### src/rtl/display_frame_builder_pkg.sv
// Shared types and constants for the display frame builder: state encoding,
// segment bit positions and frame geometry.
package display_pkg;

   typedef enum logic [1:0] {
      ST_IDLE    = 2'd0,
      ST_EXPAND  = 2'd1,
      ST_PENDING = 2'd2
   } state_e;

   localparam int SEG_A  = 0;
   localparam int SEG_B  = 1;
   localparam int SEG_C  = 2;
   localparam int SEG_D  = 3;
   localparam int SEG_E  = 4;
   localparam int SEG_F  = 5;
   localparam int SEG_G  = 6;
   localparam int SEG_DP = 7;

   localparam logic [7:0] SEG_OFF = 8'h00;

   localparam int NUM_DIGITS = 9;
   localparam int FRAME_W    = 72;

   // Assemble one digit byte from the a..g field and the decimal point.
   function automatic logic [7:0] seg_byte(input logic [6:0] segs, input logic dp);
      logic [7:0] b;
      b             = SEG_OFF;
      b[SEG_G:SEG_A] = segs;
      b[SEG_DP]     = dp;
      return b;
   endfunction

endpackage

### src/rtl/display_frame_builder_hex_to_7seg.sv
// Combinational hex nibble to a..g segment decoder (bit 0 = a, bit 6 = g).
module hex_to_7seg
   import display_pkg::*;
(
   input  logic [3:0] nibble,
   output logic [6:0] seg
);

   // Glyph table; lowercase b and d keep them distinct from 8 and 0.
   always_comb begin
      seg = 7'h00;
      case (nibble)
         4'h0:    seg = 7'h3F;
         4'h1:    seg = 7'h06;
         4'h2:    seg = 7'h5B;
         4'h3:    seg = 7'h4F;
         4'h4:    seg = 7'h66;
         4'h5:    seg = 7'h6D;
         4'h6:    seg = 7'h7D;
         4'h7:    seg = 7'h07;
         4'h8:    seg = 7'h7F;
         4'h9:    seg = 7'h6F;
         4'hA:    seg = 7'h77;
         4'hB:    seg = 7'h7C;
         4'hC:    seg = 7'h39;
         4'hD:    seg = 7'h5E;
         4'hE:    seg = 7'h79;
         4'hF:    seg = 7'h71;
         default: seg = 7'h00;
      endcase
   end

endmodule

### src/rtl/display_frame_builder.sv
// Builds a nine-digit segment frame in a shadow register, one hex digit per
// cycle, and commits it to display_bits only on the shifter's frame boundary.
module display_frame_builder
   import display_pkg::*;
#(
   parameter bit SEG_ACTIVE_LOW = 1'b0,
   parameter bit BLANK_LEADING  = 1'b1
)
(
   input  logic                clk,
   input  logic                rst_n,
   input  logic                val_valid,
   output logic                val_ready,
   input  logic [31:0]         val_data,
   input  logic [7:0]          val_dp,
   input  logic                raw_we,
   input  logic [7:0]          raw_seg,
   input  logic                frame_tick,
   output logic [FRAME_W-1:0]  display_bits,
   output logic                commit_pending
);

   localparam logic [FRAME_W-1:0] INV_MASK   = {FRAME_W{SEG_ACTIVE_LOW}};
   localparam logic [FRAME_W-1:0] SHADOW_OFF = {NUM_DIGITS{SEG_OFF}};
   localparam logic [FRAME_W-1:0] FRAME_OFF  = SHADOW_OFF ^ INV_MASK;

   state_e               state_q, state_d;
   logic                 val_ready_q, val_ready_d;
   logic                 pending_q, pending_d;
   logic [31:0]          data_q, data_d;
   logic [7:0]           dp_q, dp_d;
   logic [2:0]           idx_q, idx_d;
   logic                 seen_nz_q, seen_nz_d;
   logic [FRAME_W-1:0]   shadow_q, shadow_d;
   logic [FRAME_W-1:0]   display_q, display_d;

   logic [3:0]           nib_s;
   logic [6:0]           seg_s;
   logic                 blank_s;
   logic [7:0]           digit_s;

   assign nib_s   = data_q[{idx_q, 2'b00} +: 4];
   assign blank_s = BLANK_LEADING && (nib_s == 4'h0) && !seen_nz_q && (idx_q != 3'd0);
   assign digit_s = seg_byte(blank_s ? 7'h00 : seg_s, dp_q[idx_q]);

   hex_to_7seg u_dec (
      .nibble (nib_s),
      .seg    (seg_s)
   );

   // Next-state logic: value expansion, raw digit writes and frame commit.
   always_comb begin
      state_d   = state_q;
      data_d    = data_q;
      dp_d      = dp_q;
      idx_d     = idx_q;
      seen_nz_d = seen_nz_q;
      shadow_d  = shadow_q;
      display_d = display_q;

      // Raw digit writes never collide with expansion, which only touches digits 0..7.
      shadow_d[FRAME_W-1 -: 8] = raw_we ? raw_seg : shadow_q[FRAME_W-1 -: 8];

      case (state_q)
         ST_IDLE: begin
            if (val_valid && val_ready_q) begin
               data_d    = val_data;
               dp_d      = val_dp;
               idx_d     = 3'd7;
               seen_nz_d = 1'b0;
               state_d   = ST_EXPAND;
            end else if (raw_we) begin
               state_d = ST_PENDING;
            end else begin
               state_d = ST_IDLE;
            end
         end
         ST_EXPAND: begin
            shadow_d[{idx_q, 3'b000} +: 8] = digit_s;
            seen_nz_d = seen_nz_q | (nib_s != 4'h0);
            if (idx_q == 3'd0) begin
               state_d = ST_PENDING;
            end else begin
               idx_d = idx_q - 3'd1;
            end
         end
         ST_PENDING: begin
            if (frame_tick) begin
               display_d = shadow_q ^ INV_MASK;
               // A raw byte arriving with the tick misses this commit and needs the next one.
               state_d   = raw_we ? ST_PENDING : ST_IDLE;
            end else begin
               state_d = ST_PENDING;
            end
         end
         default: state_d = ST_IDLE;
      endcase

      val_ready_d = (state_d == ST_IDLE);
      pending_d   = (state_d != ST_IDLE);
   end

   // State and datapath registers with synchronous active-low reset.
   always_ff @(posedge clk) begin
      if (!rst_n) begin
         state_q     <= ST_IDLE;
         val_ready_q <= 1'b0;
         pending_q   <= 1'b0;
         data_q      <= 32'h0000_0000;
         dp_q        <= 8'h00;
         idx_q       <= 3'd0;
         seen_nz_q   <= 1'b0;
         shadow_q    <= SHADOW_OFF;
         display_q   <= FRAME_OFF;
      end else begin
         state_q     <= state_d;
         val_ready_q <= val_ready_d;
         pending_q   <= pending_d;
         data_q      <= data_d;
         dp_q        <= dp_d;
         idx_q       <= idx_d;
         seen_nz_q   <= seen_nz_d;
         shadow_q    <= shadow_d;
         display_q   <= display_d;
      end
   end

   assign val_ready      = val_ready_q;
   assign commit_pending = pending_q;
   assign display_bits   = display_q;

endmodule

### config.mk
export PLATFORM = sky130hd
export DESIGN_NAME = display_frame_builder
export DESIGN_NICKNAME = d
export VERILOG_FILES = /design/src/rtl/display_frame_builder_pkg.sv /design/src/rtl/display_frame_builder_hex_to_7seg.sv /design/src/rtl/display_frame_builder.sv
export SDC_FILE = /design/constraint.sdc
export NUM_CORES = 1
export LEC_CHECK = 0
export BUFFER_PORTS_ARGS = -buffer_cell sky130_fd_sc_hd__clkbuf_2
export CAP_MARGIN = 5
export CORE_MARGIN = 1
export CORE_UTILIZATION = 30
export CTS_CLUSTER_SIZE = 25
export DETAILED_ROUTE_END_ITERATION = 6
export GPL_TIMING_DRIVEN = 0
export PLACE_DENSITY = 0.56
export SLEW_MARGIN = 20
export SYNTH_ARGS = -nofsm -noshare
export SYNTH_HDL_FRONTEND = slang
export SYNTH_SLANG_ARGS = --single-unit
export TNS_END_PERCENT = 10
### constraint.sdc
create_clock -name clk -period 2.7 [get_ports clk]
set_input_delay 0.405 -clock clk [delete_from_list [all_inputs] [get_ports clk]]
set_output_delay 0.405 -clock clk [all_outputs]
set_load 0.01 [all_outputs]
### After elaboration in Yosys (flattened, before gate mapping)

Memory sizes are Yosys's and may differ from the RTL's.
Index checks and enable logic that the tools add are counted.
Widths: inputs -> output; s select.

| operators by class | value |
|---|---|
| $add $sub $neg | 2 |
| $lt $le $gt $ge | 1 |
| eq/ne operators | 4 |
| shift-type cells | 3 |
| mux-type cells | 16 |
| bitwise gates (word level) | 1 |
| reductions and logical operators | 16 |

Operator list:

| kind | count |
|---|---|
| $bwmux 72 | 1 |
| $mux 72 | 1 |
| $shift 8x8->72 const A | 1 |
| $shiftx 8x8->72 | 1 |
| $shiftx 32x6->4 | 1 |
| $mux 2 | 4 |
| $mux 8 | 1 |
| $neg 6->8 | 1 |
| $mux 7 | 1 |
| $mux 3 | 2 |
| $pmux 2 s3 | 1 |
| $pmux 3 s2 | 1 |
| $reduce_and 2->1 | 3 |
| $logic_not 2->1 | 2 |
| $logic_not 4->1 | 1 |
| $lt 3x4->1 const B | 1 |
| $ne 2x2->1 const B | 2 |
| $reduce_bool 2->1 | 2 |
| $reduce_bool 4->1 | 1 |
| $bmux 1 s3 | 1 |
| $logic_and 1x1->1 | 3 |
| $logic_not 3->1 | 1 |
| $reduce_and 3->1 | 1 |
| $reduce_bool 3->1 | 1 |
| other kinds (7) | 8 |

| storage, ports and cells | value |
|---|---|
| register bits | 192 |
| memory bits (read-only) | 112 |
| input port bits | 53 |
| output and inout bits | 74 |
| word-level logic and storage cells | 54 |
| memories | 1 |

Memory list:

| name | words | width | read ports | clocked after Yosys merged registers in | write ports | RTL line | RTL |
|---|---|---|---|---|---|---|---|
| (name not given) | 16 | 7 | 1 | 0 | 0 | display_frame_builder_hex_to_7seg.sv:12 | `case (nibble)` |

### Longest topological paths before layout

Gate-level depths: netlist (run 1).

| logic depth | value |
|---|---|
| depth in word-level cells | 8 |
| depth in mapped cells | 11 |

### Cells and area by module

From an unflattened synthesis (run 1), not the netlist that was laid out.

| unflattened totals | value |
|---|---|
| cells, all modules | 862 |
| area, all modules | 7556.0 µm² |

By module, submodules not included:

| module | instances | cells each | area each (µm²) |
|---|---|---|---|
| display_frame_builder | 1 | 829 | 7269.5 |
| hex_to_7seg | 1 | 33 | 286.5 |

### Worst setup path after synthesis (run 1)

OpenSTA, ideal clock, no wires.

| timing path | value |
|---|---|
| kind | reg-to-reg |
| start | register idx_q[0] |
| end | register with a tool-made name |
| arrival time | 2.440 ns |
| path slack | 0.142 ns |
| stages on the path, launching flop included | 10 |
| buffers on the path | 1 |
| clock period less this slack | 2.558 ns |
| cells stage by stage | dfxtp_1 -> buf_6 -> mux4_1 -> mux2i_1 -> ha_1 -> inv_1 -> nor2_1 -> a311oi_2 -> and3_1 -> a32o_1 |

RTL lines:

| what | RTL line | RTL |
|---|---|---|
| from (decl) | display_frame_builder.sv:32 | `logic [2:0] idx_q, idx_d;` |
| from (signal assigned) | display_frame_builder.sv:121 | `idx_q <= idx_d;` |

==> out/results.tsv, run 1 <==
metric	value	unit
diodes	0	
maxCapViolCount	0	
path_class	reg2reg	
grtUsageTotal	0.1736	
synthDominantCellAreaShare	0.5137	
relSlewSlack	0.2694	
synthCells	873	
syn_nets	935	
ant_nets	0	
combPwrFrac	0.082	
setup_violations	0	
outcome	finished clean	
finalCritPeriodShare	0.9900	
path_clk_slew	0.08	ns
power.share.clock	0.436	
max_freq	374.1	MHz
tightest_slew	1.065	ns
fp-row-count	57	
setup_ws	0.02689	ns
portBuffers	126	
htreeDepth	4	
cp.arrival	3.00	ns
hold-worst-slack	0.1752	ns
cp_max_fo	9	
power.switching	1554	uW
hold_class	in2reg	
yosys_warnings	0	
hold_viol_final	0	
grt_max_degree	20	
hpwlAfterDp	15.55	mm
fillers	2592	
initial_core_util	0.3068	
viasPerCell	4.793	
ctsHoldBuffers	0	
synth_top_cell_by_area	dfxtp_1	
hp-start	val_data[20]	
synth-seq-area-share	0.5137	
numCtsBuffers	17	
vdd.ir_drop.worst	0.0003432	V
slowest_stage	mux4_1	
critPathRequiredTime	3.03	ns
gp_congestion	0.8394	
synth_top_cells_by_area	dfxtp_1, nand2_1, a21oi_1, clkbuf_1, nand3_1	
io_pins	127	
tns	0	ns
internal_power	4454	uW
power_frac_seq	0.482	
final_nets	1089	
drcViolationCount	0	
rsz0062_at_grt	true	
wl	21.57	mm
cts_num_sinks	192	
dp_slack	-0.4918	ns
total_power	6009	uW
reg2reg_from	idx_q[0]	
syn-cell-area	7482	um^2
grt_pass1_vias	6267	
vias	6538	
synth_cell_types	49	
cpPeakStageDelay	0.61	ns
die-area	25580	um^2
setup.worst_path.end_class	flop	
power.density	640.0	nW/um^2
period_needed	2.673	ns
cts_root_buf	clkbuf_16	
p_sw_frac	0.2587	
drive_above_1_share	0.2135	
area_growth	25.48	%
die_w	159.9	um
dr.pass1.iters	4	
clk_latency	0.44	ns
startpoint_type	flop	
post_drt_wl_per_cell	15.81	um
maxSlewViolCount	0	
grt_overflow_total	0	
grt_first_pass_wirelength	34.27	mm
die_y	159.9	um
yosys_register_bits	192	
cp_cell_sequence	buf_6, mux4_1, mux2i_4, ha_2, inv_1, mux2_4, mux2_4, a32o_1	
drt_iter0_drc	407	
coreArea	24390	um^2
cp-startpoint	idx_q[0]	
clockBufferDepth	2	
cts_tree	done	
leakage	0.003476	uW
critPathMostFrequentCell	mux2_4	
antenna_found_initial	0	
syn_area_per_cell	8.571	um^2
finalClockSkew	0.01520	ns
==> layout make-up <==
class / count / area [um^2] / share of cell area
repair buffers: 135 / 710.7 / 0.07569
flip-flops and latches: 192 / 3844 / 0.4094
clock buffers: 17 / 425.4 / 0.04531
well taps: 324 / 405.4 / 0.04318
plain buffers: 60 / 254.0 / 0.02705
inverters: 11 / 41.29 / 0.004398
clock inverters: 15 / 200.2 / 0.02132
multi-input cells: 610 / 3508 / 0.3737
==> logic make-up after synthesis <==
kind of cell / count (synthesis) / share of synthesized area
muxes: 31 / 0.06622
AOI/OAI and AO/OA: 219 / 0.1716
and+or+nand+nor: 349 / 0.1928
xor gates and xnor gates: 2 / 0.002342
adders and majority gates: 9 / 0.01505
buffers and inverters: 71 / 0.03829
DFF: 192 / 0.5137
==> critical path: cells and delay by family, from the launching register on <==
kind | cells | cell delay [ns]
buffers and inverters | 2 | 0.27
multiplexers | 4 | 1.45
adder cells (fa/ha/maj) | 1 | 0.29
flip-flops | 1 | 0.33
AO/OA/AOI/OAI | 1 | 0.21
==> final timing paths <==
kind / cells past startpoint / slack [ns] / to
worst max register to register: 8 / 0.03 / flop
worst max-delay path: 8 / 0.03 / flop
worst min register to register: 2 / 0.45 / data_q[3]
worst min-delay path: 3 / 0.18 / data_q[20]
==> layout by cell type (no fill, tap or decap), drive strengths merged, types with 7 or more instances in the layout <==
cell type and n:
nand2 271, clkbuf 196, dfxtp 192, a21oi 126, nand3 35, o21ai 28
o22ai 22, buf 16, nor2 15, inv 15, mux2i 13, a32o 10
mux4 10, ha 9, a211oi 8, mux2 8, nor3 7, clkinv 7
==> metal layers <==
layer	track usage	vias up	wire length (um)
met2	0.2757	161	9850
met5	0	-	0
met3	0.04026	21	1079
met4	0.05801	0	375
met1	0.2312	3026	10260
li1	-	3330	-
==> synth_stat cells, drive strengths merged <==
cell and n:
a21oi 126, nor3b 3, mux2i 13, and4 1, nand3 35, nor3 7, o211ai 6, o211a 3
o21ai 28, or2 2, a2111oi 1, a32o 10, mux4 10, mux2 8, nand3b 1, and3 2
clkbuf 53, or3 1, o32ai 4, a211o 2, buf 7, dfxtp 192, a311oi 1, and2 6
nor2 15, o22ai 22, and3b 1, ha 9, a211oi 8, nand2b 2, nor4b 1, o22a 1
xnor2 2, nand2 271, nor2b 1, inv 11, a31oi 3, o21a 4
==> per-stage QoR <==
stage / area (um^2) / util / std cells
2_1_floorplan: 7482 / - / 873
3_3_place_gp: 8518 / 0.3492 / 1323
3_5_place_dp: 8518 / 0.3492 / 1323
4_1_cts: 9279 / 0.3804 / 1358
5_1_grt: 9389 / 0.3849 / 1364
6_report: 9389 / 0.3849 / 1364
==> power by group through the flow <==
stage / registers [uW] / logic (uW) / clock network [uW]
6_report: 2900 / 492 / 2620
4_1_cts: 2900 / 473 / 2680
5_1_grt: 2900 / 541 / 2780
3_5_place_dp: 2960 / 444 / 0
3_3_place_gp: 2960 / 442 / 0
2_1_floorplan: 2960 / 278 / 0
==> what timing repair did <==
item / in CTS / in global routing
setup endpoints to repair: 63 / 64
pin swaps: 2 / 1
setup buffers: 3 / 6
cloned: 0 / 0
resized for setup: 23 / 20
Note: power is estimated with default switching activity, not from simulation.
==> run 2, diff against run 1 <==
--- a/config.mk
+++ b/config.mk
@@ -12,7 +12,6 @@
 export CTS_CLUSTER_SIZE = 25
 export DETAILED_ROUTE_END_ITERATION = 6
 export GPL_TIMING_DRIVEN = 0
-export PLACE_DENSITY = 0.56
 export SLEW_MARGIN = 20
 export SYNTH_ARGS = -nofsm -noshare
 export SYNTH_HDL_FRONTEND = slang
==> run 2 against run 1 <==
Sequential power hardly changed. Core utilization grew 0.27 points. Largest cell class unchanged. Total power is 1.6% higher. Clock power grew 3%.
==> out/results.tsv, run 2 (synthesis results as in run 1) <==
metric	value	unit	change
fp-row-count	57		unchanged
internal_power	4577	uW	was 4454 uW
gp_congestion	0.8550		was 0.8394
numCtsBuffers	17		unchanged
cts_tree	done		unchanged
cts_root_buf	clkbuf_16		unchanged
die_y	159.9	um	unchanged
grt_overflow_total	0		unchanged
wl	21.41	mm	was 21.57 mm
cp.buffers_inverters	1		was 2
grt_pass1_vias	6213		was 6,267
layout_commonest_cell	nand2_1		unchanged
period_needed	2.633	ns	was 2.673 ns
cp-startpoint	idx_q[0]		unchanged
final_cell_mix	nand2_1, dfxtp_1, clkbuf_2		unchanged
power.density	645.9	nW/um^2	was 640.0 nW/um^2
cp.arrival	2.96	ns	was 3.00 ns
clk_latency	0.44	ns	about the same
vdd.ir_drop.worst	0.0003930	V	was 0.0003432 V
setup.worst_path.end_class	flop		unchanged
cts_num_sinks	192		unchanged
r2r_cells	7		was 8
coreArea	24390	um^2	unchanged
outcome	finished clean		unchanged
grt_first_pass_wirelength	33.60	mm	was 34.27 mm
area_growth	26.37	%	was 25.48%
grt_max_degree	19		was 20
cp_max_fo	9		unchanged
drive_above_1_share	0.2159		was 0.2135
cp_top_family	multiplexers		unchanged
clockBufferDepth	2		unchanged
initial_core_util	0.3068		unchanged
drcViolationCount	0		unchanged
maxSlewViolCount	0		unchanged
dr.pass1.iters	5		was 4
hpwlAfterDp	15.36	mm	was 15.55 mm
diodes	0		unchanged
power.share.clock	0.443		was 0.436
startpoint_type	flop		unchanged
hold_viol_final	0		unchanged
critPathRequiredTime	3.03	ns	about the same
drt_iter0_drc	424		was 407
viasPerCell	4.829		was 4.793
vias	6597		was 6,538
portBuffers	126		unchanged
final_nets	1091		was 1,089
maxCapViolCount	0		unchanged
power.switching	1530	uW	was 1554 uW
hold_class	in2reg		unchanged
cp_cell_sequence	buf_6, mux4_1, mux2i_4, ha_2, mux2_4, mux2_4, a32o_1		was buf_6, mux4_1, mux2i_4, ha_2, inv_1, mux2_4, mux2_4, a32o_1
dp_slack	-0.4916	ns	was -0.4918 ns
io_pins	127		unchanged
die_w	159.9	um	unchanged
regToRegSetupSlack	0.07	ns	was 0.03 ns
rsz0062_at_grt	true		unchanged
relSlewSlack	0.2063		was 0.2694
hold-worst-slack	0.1775	ns	was 0.1752 ns
max_freq	379.8	MHz	was 374.1 MHz
die-area	25580	um^2	unchanged
power_frac_seq	0.474		was 0.482
slowest_stage	mux4_1		unchanged
critPathMostFrequentCell	mux2_4		unchanged
antenna_found_initial	0		unchanged
leakage	0.003502	uW	was 0.003476 uW
finalClockSkew	0.01471	ns	was 0.01520 ns
post_drt_wl_per_cell	15.68	um	was 15.81 um
setup_violations	0		unchanged
path_clk_slew	0.07	ns	was 0.08 ns
grtUsageTotal	0.1687		was 0.1736
setup_ws	0.06729	ns	was 0.02689 ns
worst-path-stages	7		was 8
combPwrFrac	0.083		was 0.082
p_sw_frac	0.2506		was 0.2587
tightest_slew	1.157	ns	was 1.065 ns
cpPeakStageDelay	0.63	ns	was 0.61 ns
final_util	0.3877		was 0.3849
htreeDepth	4		unchanged
reg2reg_from	idx_q[0]		unchanged
ant_nets	0		unchanged
finalCritPeriodShare	0.9751		was 0.9900
path_class	reg2reg		unchanged
## run 2: worst register-to-register path, stage by stage (launching register included)
cell	delay [ns]
dfxtp_1	0.33
buf_6	0.17
mux4_1	0.63
mux2i_4	0.25
ha_2	0.35
mux2_4	0.29
mux2_4	0.28
a32o_1	0.21
## run 2: layer usage
metal  GRT usage  vias up  share of wire
li1            -     3313              -
met1      0.2262     3082           0.47
met2      0.2672      186           0.46
met3     0.04260       16          0.057
met4     0.04848        0          0.012
met5           0        -              0
## run 2: worst min-delay path by stage
stage | start | end | slack [ns] | cells after the start
floorplan | shadow_q[71] | display_bits[71] | 0.43 | 2
detailed placement | data_q[16] | data_q[16] | 0.45 | 2
global placement | data_q[5] | data_q[5] | 0.44 | 2
global route | val_data[13] | data_q[13] | 0.18 | 3
CTS | val_data[13] | data_q[13] | 0.16 | 3
finish | val_data[5] | data_q[5] | 0.18 | 3
## run 2: cell type report
type / instances / area, um^2
inverter: 11 / 41.29
timing repair buffer: 137 / 725.7
fill: 2540 / 14940
tap: 324 / 405.4
clock inverter: 13 / 196.4
sequential: 192 / 3844
multi-input combinational: 610 / 3540
clock buffer: 19 / 442.9
buffer: 60 / 260.3
## run 2: power by group through the flow
stage | combinational [uW] | clock [uW] | sequential [uW]
finish | 508 | 2700 | 2900
global route | 551 | 2870 | 2900
CTS | 461 | 2760 | 2900
detailed placement | 440 | 0 | 2960
global placement | 439 | 0 | 2960
floorplan | 278 | 0 | 2960
## run 2: repair_timing
action	4_1_cts	5_1_grt
resized for setup	18	31
setup endpoints to repair	63	66
pin swaps	2	3
buffers inserted	2	9
hold buffers	0	0
cloned	0	0
## run 2: per-stage QoR
step | setup TNS, ns | instance area [um^2] | cells | power [uW]
detailed placement | -16.84 | 8518 | 1323 | 3402
CTS | -0.8330 | 9261 | 1357 | 6113
global route | -0.3961 | 9455 | 1366 | 6325
global placement | -14.96 | 8518 | 1323 | 3400
finish | 0 | 9455 | 1366 | 6107
floorplan | 0 | 7482 | 873 | 3233
